## src/rtl/ibex_rf_writeback_stage.sv

```systemverilog
// Writeback stage in front of the register-file write port: retires ALU results
// directly and holds loads until the LSU response arrives, exposing the pending rd to ID.
module ibex_rf_writeback_stage #(
    parameter bit          RV32E     = 1'b0,
    parameter int unsigned DataWidth = 32
) (
    input  logic                 clk_i,
    input  logic                 rst_ni,

    input  logic                 instr_valid_i,
    output logic                 instr_ready_o,
    input  logic [4:0]           rd_addr_i,
    input  logic                 rd_we_i,
    input  logic [DataWidth-1:0] rd_data_i,
    input  logic                 is_load_i,
    input  logic                 dummy_instr_i,

    input  logic                 lsu_resp_valid_i,
    input  logic [DataWidth-1:0] lsu_resp_data_i,
    input  logic                 lsu_resp_err_i,

    output logic [4:0]           rf_waddr_o,
    output logic [DataWidth-1:0] rf_wdata_o,
    output logic                 rf_we_o,
    output logic                 dummy_instr_wb_o,

    output logic                 rd_busy_o,
    output logic [4:0]           rd_busy_addr_o,
    output logic                 wb_done_o,
    output logic                 load_err_o,
    output logic                 rv32e_err_o
);

    typedef enum logic [1:0] {
        IDLE     = 2'd0,
        WB       = 2'd1,
        WAIT_LSU = 2'd2
    } wb_state_e;

    wb_state_e            state_reg;
    logic [4:0]           rd_reg;
    logic [DataWidth-1:0] data_reg;
    logic                 we_reg;
    logic                 dummy_reg;
    logic                 err_reg;

    logic accept;
    logic in_wb;
    logic in_wait;
    logic rv32e_bad;

    assign instr_ready_o = (state_reg != WAIT_LSU);
    assign accept        = instr_valid_i & instr_ready_o;

    always_ff @(posedge clk_i or negedge rst_ni) begin
        if (!rst_ni) begin
            state_reg <= IDLE;
            rd_reg    <= '0;
            data_reg  <= '0;
            we_reg    <= 1'b0;
            dummy_reg <= 1'b0;
            err_reg   <= 1'b0;
        end else begin
            case (state_reg)
                IDLE, WB: begin
                    // A new accept in WB overwrites the retiring entry: no bubble.
                    if (accept) begin
                        rd_reg    <= rd_addr_i;
                        data_reg  <= rd_data_i;
                        we_reg    <= rd_we_i;
                        dummy_reg <= dummy_instr_i;
                        err_reg   <= 1'b0;
                        state_reg <= is_load_i ? WAIT_LSU : WB;
                    end else begin
                        state_reg <= IDLE;
                    end
                end
                WAIT_LSU: begin
                    if (lsu_resp_valid_i) begin
                        data_reg  <= lsu_resp_data_i;
                        err_reg   <= lsu_resp_err_i;
                        state_reg <= WB;
                    end
                end
                default: state_reg <= IDLE;
            endcase
        end
    end

    assign in_wb     = (state_reg == WB);
    assign in_wait   = (state_reg == WAIT_LSU);
    assign rv32e_bad = RV32E & we_reg & rd_reg[4];

    // Write port is decoded purely from registered state, so it never sees input glitches.
    assign wb_done_o        = in_wb;
    assign rf_we_o          = in_wb & we_reg & (rd_reg != 5'd0) & ~err_reg & ~rv32e_bad;
    assign rf_waddr_o       = in_wb ? rd_reg : 5'd0;
    assign rf_wdata_o       = in_wb ? data_reg : '0;
    assign dummy_instr_wb_o = in_wb & dummy_reg;
    assign load_err_o       = in_wb & err_reg;
    assign rv32e_err_o      = in_wb & rv32e_bad;

    assign rd_busy_o      = in_wait & we_reg & (rd_reg != 5'd0);
    assign rd_busy_addr_o = in_wait ? rd_reg : 5'd0;

endmodule

```

## config.mk

```make
export PLATFORM = sky130hd
export DESIGN_NAME = ibex_rf_writeback_stage
export DESIGN_NICKNAME = d
export VERILOG_FILES = /design/src/rtl/ibex_rf_writeback_stage.sv
export SDC_FILE = /design/constraint.sdc
export NUM_CORES = 1
export LEC_CHECK = 0
export CORE_AREA = 5 5 86 88
export DETAILED_ROUTE_END_ITERATION = 8
export DIE_AREA = 0 0 91 93
export HOLD_SLACK_MARGIN = 0.05
export PLACE_DENSITY_LB_ADDON = 0.1
export RECOVER_POWER = 25
export SLEW_MARGIN = 20
export SYNTH_ARGS = -nofsm -noshare
export SYNTH_HDL_FRONTEND = slang
export SYNTH_SLANG_ARGS = --single-unit
export TNS_END_PERCENT = 20
```

## constraint.sdc

```tcl
create_clock -name clk_i -period 2.7 [get_ports clk_i]
set_input_delay 0.54 -clock clk_i [delete_from_list [all_inputs] [get_ports clk_i]]
set_output_delay 0.54 -clock clk_i [all_outputs]
set_load 0.005 [all_outputs]
```

### Word level (Yosys, flattened, before mapping)

Cells that the tools add are included.

| operators by class | value |
|---|---|
| equality and inequality tests | 5 |
| bitwise logic cells | 9 |
| mux-type cells | 13 |
| reduce and logical (&&, ||, !) cells | 6 |

Operator list:

| cell | count |
|---|---|
| 2-to-1 mux 32 bit | 3 |
| one-hot mux 32 bit (2 select lines) | 1 |
| 2-to-1 mux 5 bit | 2 |
| bitwise AND 1 bit | 8 |
| 2-to-1 mux 2 bit | 3 |
| inequality test 2 bit, second input constant | 3 |
| nonzero test 5 bit | 1 |
| one-hot mux 2 bit (2 select lines) | 1 |
| AND reduction 3 bit | 1 |
| == test 2 x 1 -> 1 bit, second input constant | 1 |
| == test 2 bit, second input constant | 1 |
| logical NOT 2 bit | 1 |
| 2-to-1 mux 1 bit | 2 |
| one-hot mux 1 bit (2 select lines) | 1 |
| AND reduction 2 bit | 1 |
| nonzero test 2 bit | 1 |
| OR reduction 2 bit | 1 |
| inverter 1 bit | 1 |

| word-level totals | value |
|---|---|
| register bits after elaboration | 42 |
| word-level logic and storage cells | 39 |
| input bits | 77 |

### Logic depth before layout (Yosys ltp)

Gate-level depths: netlist of run 1.

| depth | value |
|---|---|
| word-level depth | 4 |
| depth in mapped cells | 4 |

### Worst setup path before layout of run 1

OpenSTA, ideal clock, no wires.

| timing path | value |
|---|---|
| kind | register to output |
| from | register rd_reg[2] |
| to | output port rf_we_o |
| setup slack | 1.019 ns |
| buffers on the path | 0 |
| stages on the path, launching flop included | 3 |
| arrival | 1.141 ns |
| data required time | 2.160 ns |
| path through | dfrtp_1 > or4_1 > o2111a_1 |

| on the way | value |
|---|---|
| word-level cells in the longest chain between the ends | 3 |

RTL lines:

| item | line | RTL |
|---|---|---|
| from (decl) | 41 | `logic [4:0] rd_reg;` |
| from (signal assigned) | 68 | `rd_reg <= rd_addr_i;` |
| nonzero test 5 bit | 96 | `assign rf_we_o = in_wb & we_reg & (rd_reg != 5'd0) & ~err_reg & ~rv32e_bad;` |
| bitwise AND 1 bit (2 in series) | 96 |  |
| to (decl) | 24 | `output logic rf_we_o,` |

No other way between the ends.

### Worst setup path in the final report of run 1

| timing path | value |
|---|---|
| from | register state_reg[0] |
| to | output port rf_we_o |

| on the way | value |
|---|---|
| word-level cells in the longest chain between the ends | 4 |

RTL lines:

| item | line | RTL |
|---|---|---|
| from (decl) | 40 | `wb_state_e state_reg;` |
| from (signal assigned) | 73 | `state_reg <= is_load_i ? WAIT_LSU : WB;` |
| == test 2 x 1 -> 1 bit | 90 | `assign in_wb = (state_reg == WB);` |
| bitwise AND 1 bit (3 in series) | 96 |  |

No other way between the ends.

==> results of run 1 <==
-- worst register-to-register path, cell delays in order (launching register included) --
cell and delay (ns):
dfrtp_2 0.36, buf_4 0.48, nand3b_4 0.62, a311oi_1 0.45
-- cells by family after synthesis --
group	Yosys count	share of synthesized area [%]
mux	7	2.73
simple gates	114	33.5
buf+inv	64	10.1
compound gates	37	17.2
flops	42	36.3
other cells	1	0.130
-- stage by stage --
stage               cell area, sq um  hold WS [ns]  worst slack [ns]
floorplan                       2890         0.244              1.02
detailed placement              4150         0.496             0.507
finish                          4230         0.498             0.188
global route                    4230         0.535            0.0426
CTS                             4230         0.235             0.163
global placement                4150         0.482             0.510
-- worst paths after layout --
path / start / to / slack [ns]
worst max-delay path: state_reg[0] / rf_we_o / 0.19
worst min-delay path: rst_ni / rd_reg[4] / 0.50
worst max register to register: state_reg[1] / data_reg[6] / 0.69
worst min register to register: dummy_reg / dummy_reg / 0.51
max in group asynchronous: rst_ni / data_reg[9] / 1.01
min in group clk_i: dummy_reg / dummy_reg / 0.51
-- per-layer routing --
| layer | share of wire, % | wire length (um) | track usage [%] |
|---|---|---|---|
| met1 | 44 | 3580 | 24.2 |
| met2 | 47 | 3850 | 31.6 |
| met3 | 7.5 | 614 | 6.60 |
| met4 | 1.3 | 103 | 4.28 |
| met5 | 0 | 0 | 0 |
-- cell usage in the layout, fill, tap and decap left out, drive strengths merged --
cell type        n
nand2b           1
and4bb          30
and2            44
or4              1
and4b            1
o21ai            1
dfrtp           42
nor4bb           2
o211a            1
a31o             1
clkdlybuf4s50  123
buf              8
o2111a           1
nand3b           1
clkbuf           7
inv             35
and2b            2
o22ai            1
a311oi          32
conb             1
nor3b           32
mux2             7
clkinv           2
-- layout make-up --
| class | instances | area [sq um] | area share, % |
|---|---|---|---|
| multi-input cells | 159 | 1550 | 36.7 |
| repair buffers | 133 | 1310 | 31.1 |
| flip-flops and latches | 42 | 1050 | 24.9 |
| inverters | 35 | 131 | 3.11 |
| well taps | 80 | 100 | 2.37 |
| clock buffers | 5 | 68.8 | 1.63 |
| clock inverters | 2 | 10.0 | 0.237 |
-- where the power goes --
| group | switching, mW | internal, mW |
|---|---|---|
| clock | 0.227 | 0.174 |
| combinational | 0.293 | 0.433 |
| sequential | 0.0628 | 0.745 |
==> results.md, run 1 <==
- Maxcap violations: 0
- Post-synthesis cell type count: 25
- Setup TNS: 0 ns
- Initial core utilization: ~44%
- WS Path Type: flip-flop to primary output
- Clock root buffer: clkbuf_8
- Tightest Hold Check Type: input port to async pin
- Dominant cell by count in the synthesized netlist: and2_1
- Relative slew margins: 14.6%
- Flops & latches, synth: 42
- Clock Tree Buf Depth: 2
- Setup violators final: 0
- CTS Hold Bufs: 0
- CTS Buf Count: 5
- Sequential share of the synthesized area: 36.3%
- CTS tree: yes
- Slowest stage delay, CP: 0.54 ns
- Post-layout min period: approximately 2.5 ns
- Lkg Pwr: roughly 1.8 nW
- TritonCTS sink count: 42
- Final Hold Violating Endpoints: 0
- Max FFs per register: 32
- Synth Net Count: 342
- Die footprint: 8460 sq um
- Setup clock skew after layout: ~0.0025 ns
- Worst Setup Start Kind: flip-flop
- Die Y: 93 um
- DP Cell Count: 449
- Post-synth EDFFs: 0
- Top-level I/O count: roughly 130
- Iter 0 DRT Violations: between 90 and 100
- Insertion delay to the later sink of the worst-skew pair: about 0.30 ns
- Power Density: 458 nW/um^2
- Total global-route track usage: 19.1%
- H-Tree Depth: 2
- Post-CTS Setup Repair Bufs: 0
- ANT cells: 0
- # resized after CTS: 0
- DRC violations left: 0
- Die W: around 91 um
- Initial antenna violation count: 0
- Outcome: complete, no violations
- Final nets: between 400 and 500
- Core area: between 6000 and 7000 sq um
- Reg2reg path depth: 3
- Routed Antenna Nets: 0
- Sum of routed wire length over all layers: 8150 um
- Post-synth top cells: and2_1, dfrtp_1, inv_1
- CP max-delay cell: dfrtp_1
- Kind of cell adding the most delay to the critical path: buffers and inverters
- Tcrit/Tclk final: roughly 93%
- Syn Area/Cell: between 10 and 15 sq um
- Critical Path Fanout Max: 24
- Synth Instances: approximately 270
- Syn Std Cell Area: just under 3000 sq um
- Clock transition at path regs: roughly 0.080 ns
- Avg WL per Cell: 17.9 um
- Total grt overflow: 0
- Final slew viol count: 0
- Length of the first detailed-routing pass in iterations: 4
- Slew @ Worst Pin: between 1 and 1.5 ns
- Row count: 30
- Dpl hpwl: 5540 um
- Critical Path RT: approximately 2.2 ns
- # port buffers: roughly 120
- Ys flop type: dfrtp_1
- Vias: 2,449
- Worst IR Drop VDD: ~0.24 mV
- Synth warnings: 0
- Area grow syn2layout: 46.2%
- Largest net degree at the start of global routing: between 60 and 70
- RD Place Congestion: around 0.75
- Area contributors post-synth: dfrtp_1, a311oi_2, and4bb_1
- Cell Count, Final, Fillers Out: about 460
- DR vias/cell: ~5.4
- Post-layout util: between 60 and 70%
- Critical Path AT: 1.97 ns
- Yosys top cell by area: dfrtp_1
- Cell Chain, Critical Path: and2b_1 -> buf_4 -> o2111a_1 -> clkdlybuf4s50_1
- WP depth: 4
- First-pass GRT wire length: about 13,000 um
- Post-synth ARST share: between 90% and 100%
- Total power draw: approximately 1.9 mW
- Buf+Inv Stages, Crit Path: 2
- Vias in the first global route: approximately 2.5k
- Layout cell share with drive strength beyond 1: 14.9%
- Post-synth top area share: roughly 36%
- Filler cells: between 500 and 600
- RSZ-0062 raised after global routing: false
- Highest clock rate: 0.398 GHz
- CP Capture Type: primary output
No activity file was read; power rests on OpenSTA's default activity.
==> run 2, diff against run 1 <==
--- a/config.mk
+++ b/config.mk
@@ -5,9 +5,9 @@
 export SDC_FILE = /design/constraint.sdc
 export NUM_CORES = 1
 export LEC_CHECK = 0
-export CORE_AREA = 5 5 86 88
+export CORE_AREA = 5 5 97 99
 export DETAILED_ROUTE_END_ITERATION = 8
-export DIE_AREA = 0 0 91 93
+export DIE_AREA = 0 0 102 104
 export HOLD_SLACK_MARGIN = 0.05
 export PLACE_DENSITY_LB_ADDON = 0.1
 export RECOVER_POWER = 25
==> run 2 against run 1 <==
Fmax fell by 0.13%. Cell count rose by 6.8%. Global-route usage down 2.7 points. Non-clock buffer count rose by 2. Final area increased by 1.1%. Worst setup slack got worse by 0.0033 ns. Flip-flop and latch count is the same. Power grew 1.2%. Critical endpoint unchanged. Largest power group unchanged.
==> results.md, run 2 (same netlist as run 1, synthesis figures left out) <==
- Outcome: complete, no violations
- Initial core utilization: 34.2% (-9.9 points)
- CTS Hold Bufs: 0 (unchanged)
- Switching Share: 29.4% (-0.70 points)
- # resized after CTS: 0 (unchanged)
- Power Density: 458 nW/um^2 (+0.12%)
- Setup violators final: 0 (unchanged)
- CTS Buf Count: 5 (unchanged)
- Core area: 8470 sq um (+29%)
- ANT cells: 0 (unchanged)
- Clock root buffer: clkbuf_8
- Iter 0 DRT Violations: 55 (-41%)
- Vias in the first global route: 2,718 (+7.8%)
- DRC violations left: 0 (unchanged)
- Row count: 34 (+13%)
- Setup clock skew after layout: 0.00479 ns (+0.00231 ns)
- Reg2reg setup slack: 0.67 ns (-0.02 ns)
- Reg2reg end: rd_reg[4]
- Filler cells: 801 (+39%)
- Top-level I/O count: 126 (unchanged)
- Critical Path RT: 2.16 ns (about the same)
- Most common cell after layout, fill and taps aside: clkdlybuf4s50_1
- Die footprint: 10,600 sq um (+25%)
- Reg area: 1050 sq um (unchanged)
- Area of the multi-input gates: 1550 sq um (unchanged)
- Relative slew margins: 37.1% (+22 points)
- Largest net degree at the start of global routing: 68 (unchanged)
- Layout cell share with drive strength beyond 1: 14.8% (-0.12 points)
- Insertion delay to the later sink of the worst-skew pair: 0.29 ns (about the same)
- WS Path Type: flip-flop to primary output
- Sequential Power Share: 41.4% (-0.4 points)
- Slew @ Worst Pin: 0.944 ns (-0.337 ns)
- Routed Antenna Nets: 0 (unchanged)
- Max FFs per register: 32 (unchanged)
- Initial antenna violation count: 0 (unchanged)
- Final nets: 455 (+0.44%)
- Clock share of power: 21.3% (+0.6 points)
- Highest-count cells in the layout ignoring fill and taps: clkdlybuf4s50_1, and2_1, dfrtp_1, inv_1, nor3b_1
- Power Internal: 1.38 mW (+2.2%)
- Setup TNS: 0 ns (unchanged)
- Vias: 2,448 (-0.041%)
- CP Capture Type: primary output
- Sum of routed wire length over all layers: 8560 um (+5.1%)
- Highest clock rate: 0.398 GHz (-0.13%)
- Length of the first detailed-routing pass in iterations: 4 (unchanged)
- Combinational share of power: 37.3% (-0.2 points)
- # port buffers: 124 (unchanged)
- Net switching power: 0.576 mW (-1.2%)
- Tightest Hold Check Type: input port to async pin
- Die W: 102 um (+12%)
- RD Place Congestion: 0.681 (-9.5%)
- DR vias/cell: 5.03 (-6.4%)
- Post-CTS Setup Repair Bufs: 0 (unchanged)
- Critical Path Fanout Max: 41 (+71%)
- Tcrit/Tclk final: 93.2% (+0.12 points)
- Place WS: 0.486 ns (-0.0216 ns)
- Area grow syn2layout: 47.7%
- R2r startpoint: state_reg[1]
- Maxcap violations: 0 (unchanged)
- Avg WL per Cell: 17.6 um (-1.6%)
- H-Tree Depth: 2 (unchanged)
- CTS tree: yes
- Lkg Pwr: 1.79 nW (about the same)
- Post-layout min period: 2.52 ns (+0.00332 ns)
- Worst IR Drop VDD: 0.222 mV (-8.0%)
- First-pass GRT wire length: 14,000 um (+5.8%)
- Total grt overflow: 0 (unchanged)
- Final Hold Violating Endpoints: 0 (unchanged)
- Critical Path AT: 1.98 ns (about the same)
- Clock transition at path regs: 0.08 ns (about the same)
- TritonCTS sink count: 42 (unchanged)
- Die Y: 104 um (+12%)
- Setup ws final: 0.184 ns (-0.00332 ns)
- RSZ-0062 raised after global routing: false
- Total global-route track usage: 16.4% (-2.7 points)
- Clock Tree Buf Depth: 2 (unchanged)
- Reg2reg path depth: 4 (+1)
- Final slew viol count: 0 (unchanged)
- Dpl hpwl: 5780 um (+4.3%)
- Hold_ws: 0.247 ns (-0.251 ns)
- Worst Setup Start Kind: flip-flop
-- run 2: cell types whose count changed in the layout (fill, tap and decap cells not counted), sizes merged --
cell / change
buf: +1
clkinv: -1
clkbuf: +3
-- run 2: worst max path at each step --
stage                   end  slack (ns)    startpoint
floorplan           rf_we_o        1.02     rd_reg[2]
global placement    rf_we_o        0.49  state_reg[1]
detailed placement  rf_we_o        0.49  state_reg[1]
CTS                 rf_we_o        0.15  state_reg[1]
global route        rf_we_o        0.06  state_reg[1]
finish              rf_we_o        0.18  state_reg[1]
-- run 2: routing by layer --
metal | share of wire [%] | GRT usage (%) | wire (um) | vias up
met2 | 48 | 26.8 | 4120 | 68
met5 | 0 | 0 | 0 | -
met3 | 6.5 | 4.49 | 555 | 5
met1 | 45 | 21.6 | 3820 | 1193
li1 | - | - | - | 1182
met4 | 0.74 | 3.37 | 63 | 0
-- run 2: through the flow --
stage | cell area (sq um) | total power, mW | std cells | util (%)
3_5_place_dp | 4190 | 1.56 | 479 | 49.5
4_1_cts | 4280 | 2.00 | 487 | 50.6
3_3_place_gp | 4190 | 1.55 | 479 | 49.5
5_1_grt | 4270 | 2.09 | 487 | 50.5
6_report | 4270 | 1.96 | 487 | 50.5
2_1_floorplan | 2890 | 1.20 | 265 | -
-- run 2: power by group through the flow --
stage	Combinational, mW	Sequential, mW	Clock, mW
global placement	0.734	0.821	0
CTS	0.746	0.811	0.441
finish	0.731	0.810	0.418
global route	0.801	0.826	0.467
floorplan	0.404	0.801	0
detailed placement	0.742	0.820	0
-- run 2: critical path, cell delays in order, from the launching register on --
cell,delay [ns]
dfrtp_2,0.41
and2b_1,0.18
buf_4,0.34
o2111a_1,0.25
clkdlybuf4s50_1,0.50
-- run 2: cell type report --
class,count,area share [%]
inverter,35,3.08
clock buffer,7,2.02
multi-input combinational,159,36.3
tap,108,3.16
timing repair buffer,135,30.7
clock inverter,1,0.117
sequential,42,24.6
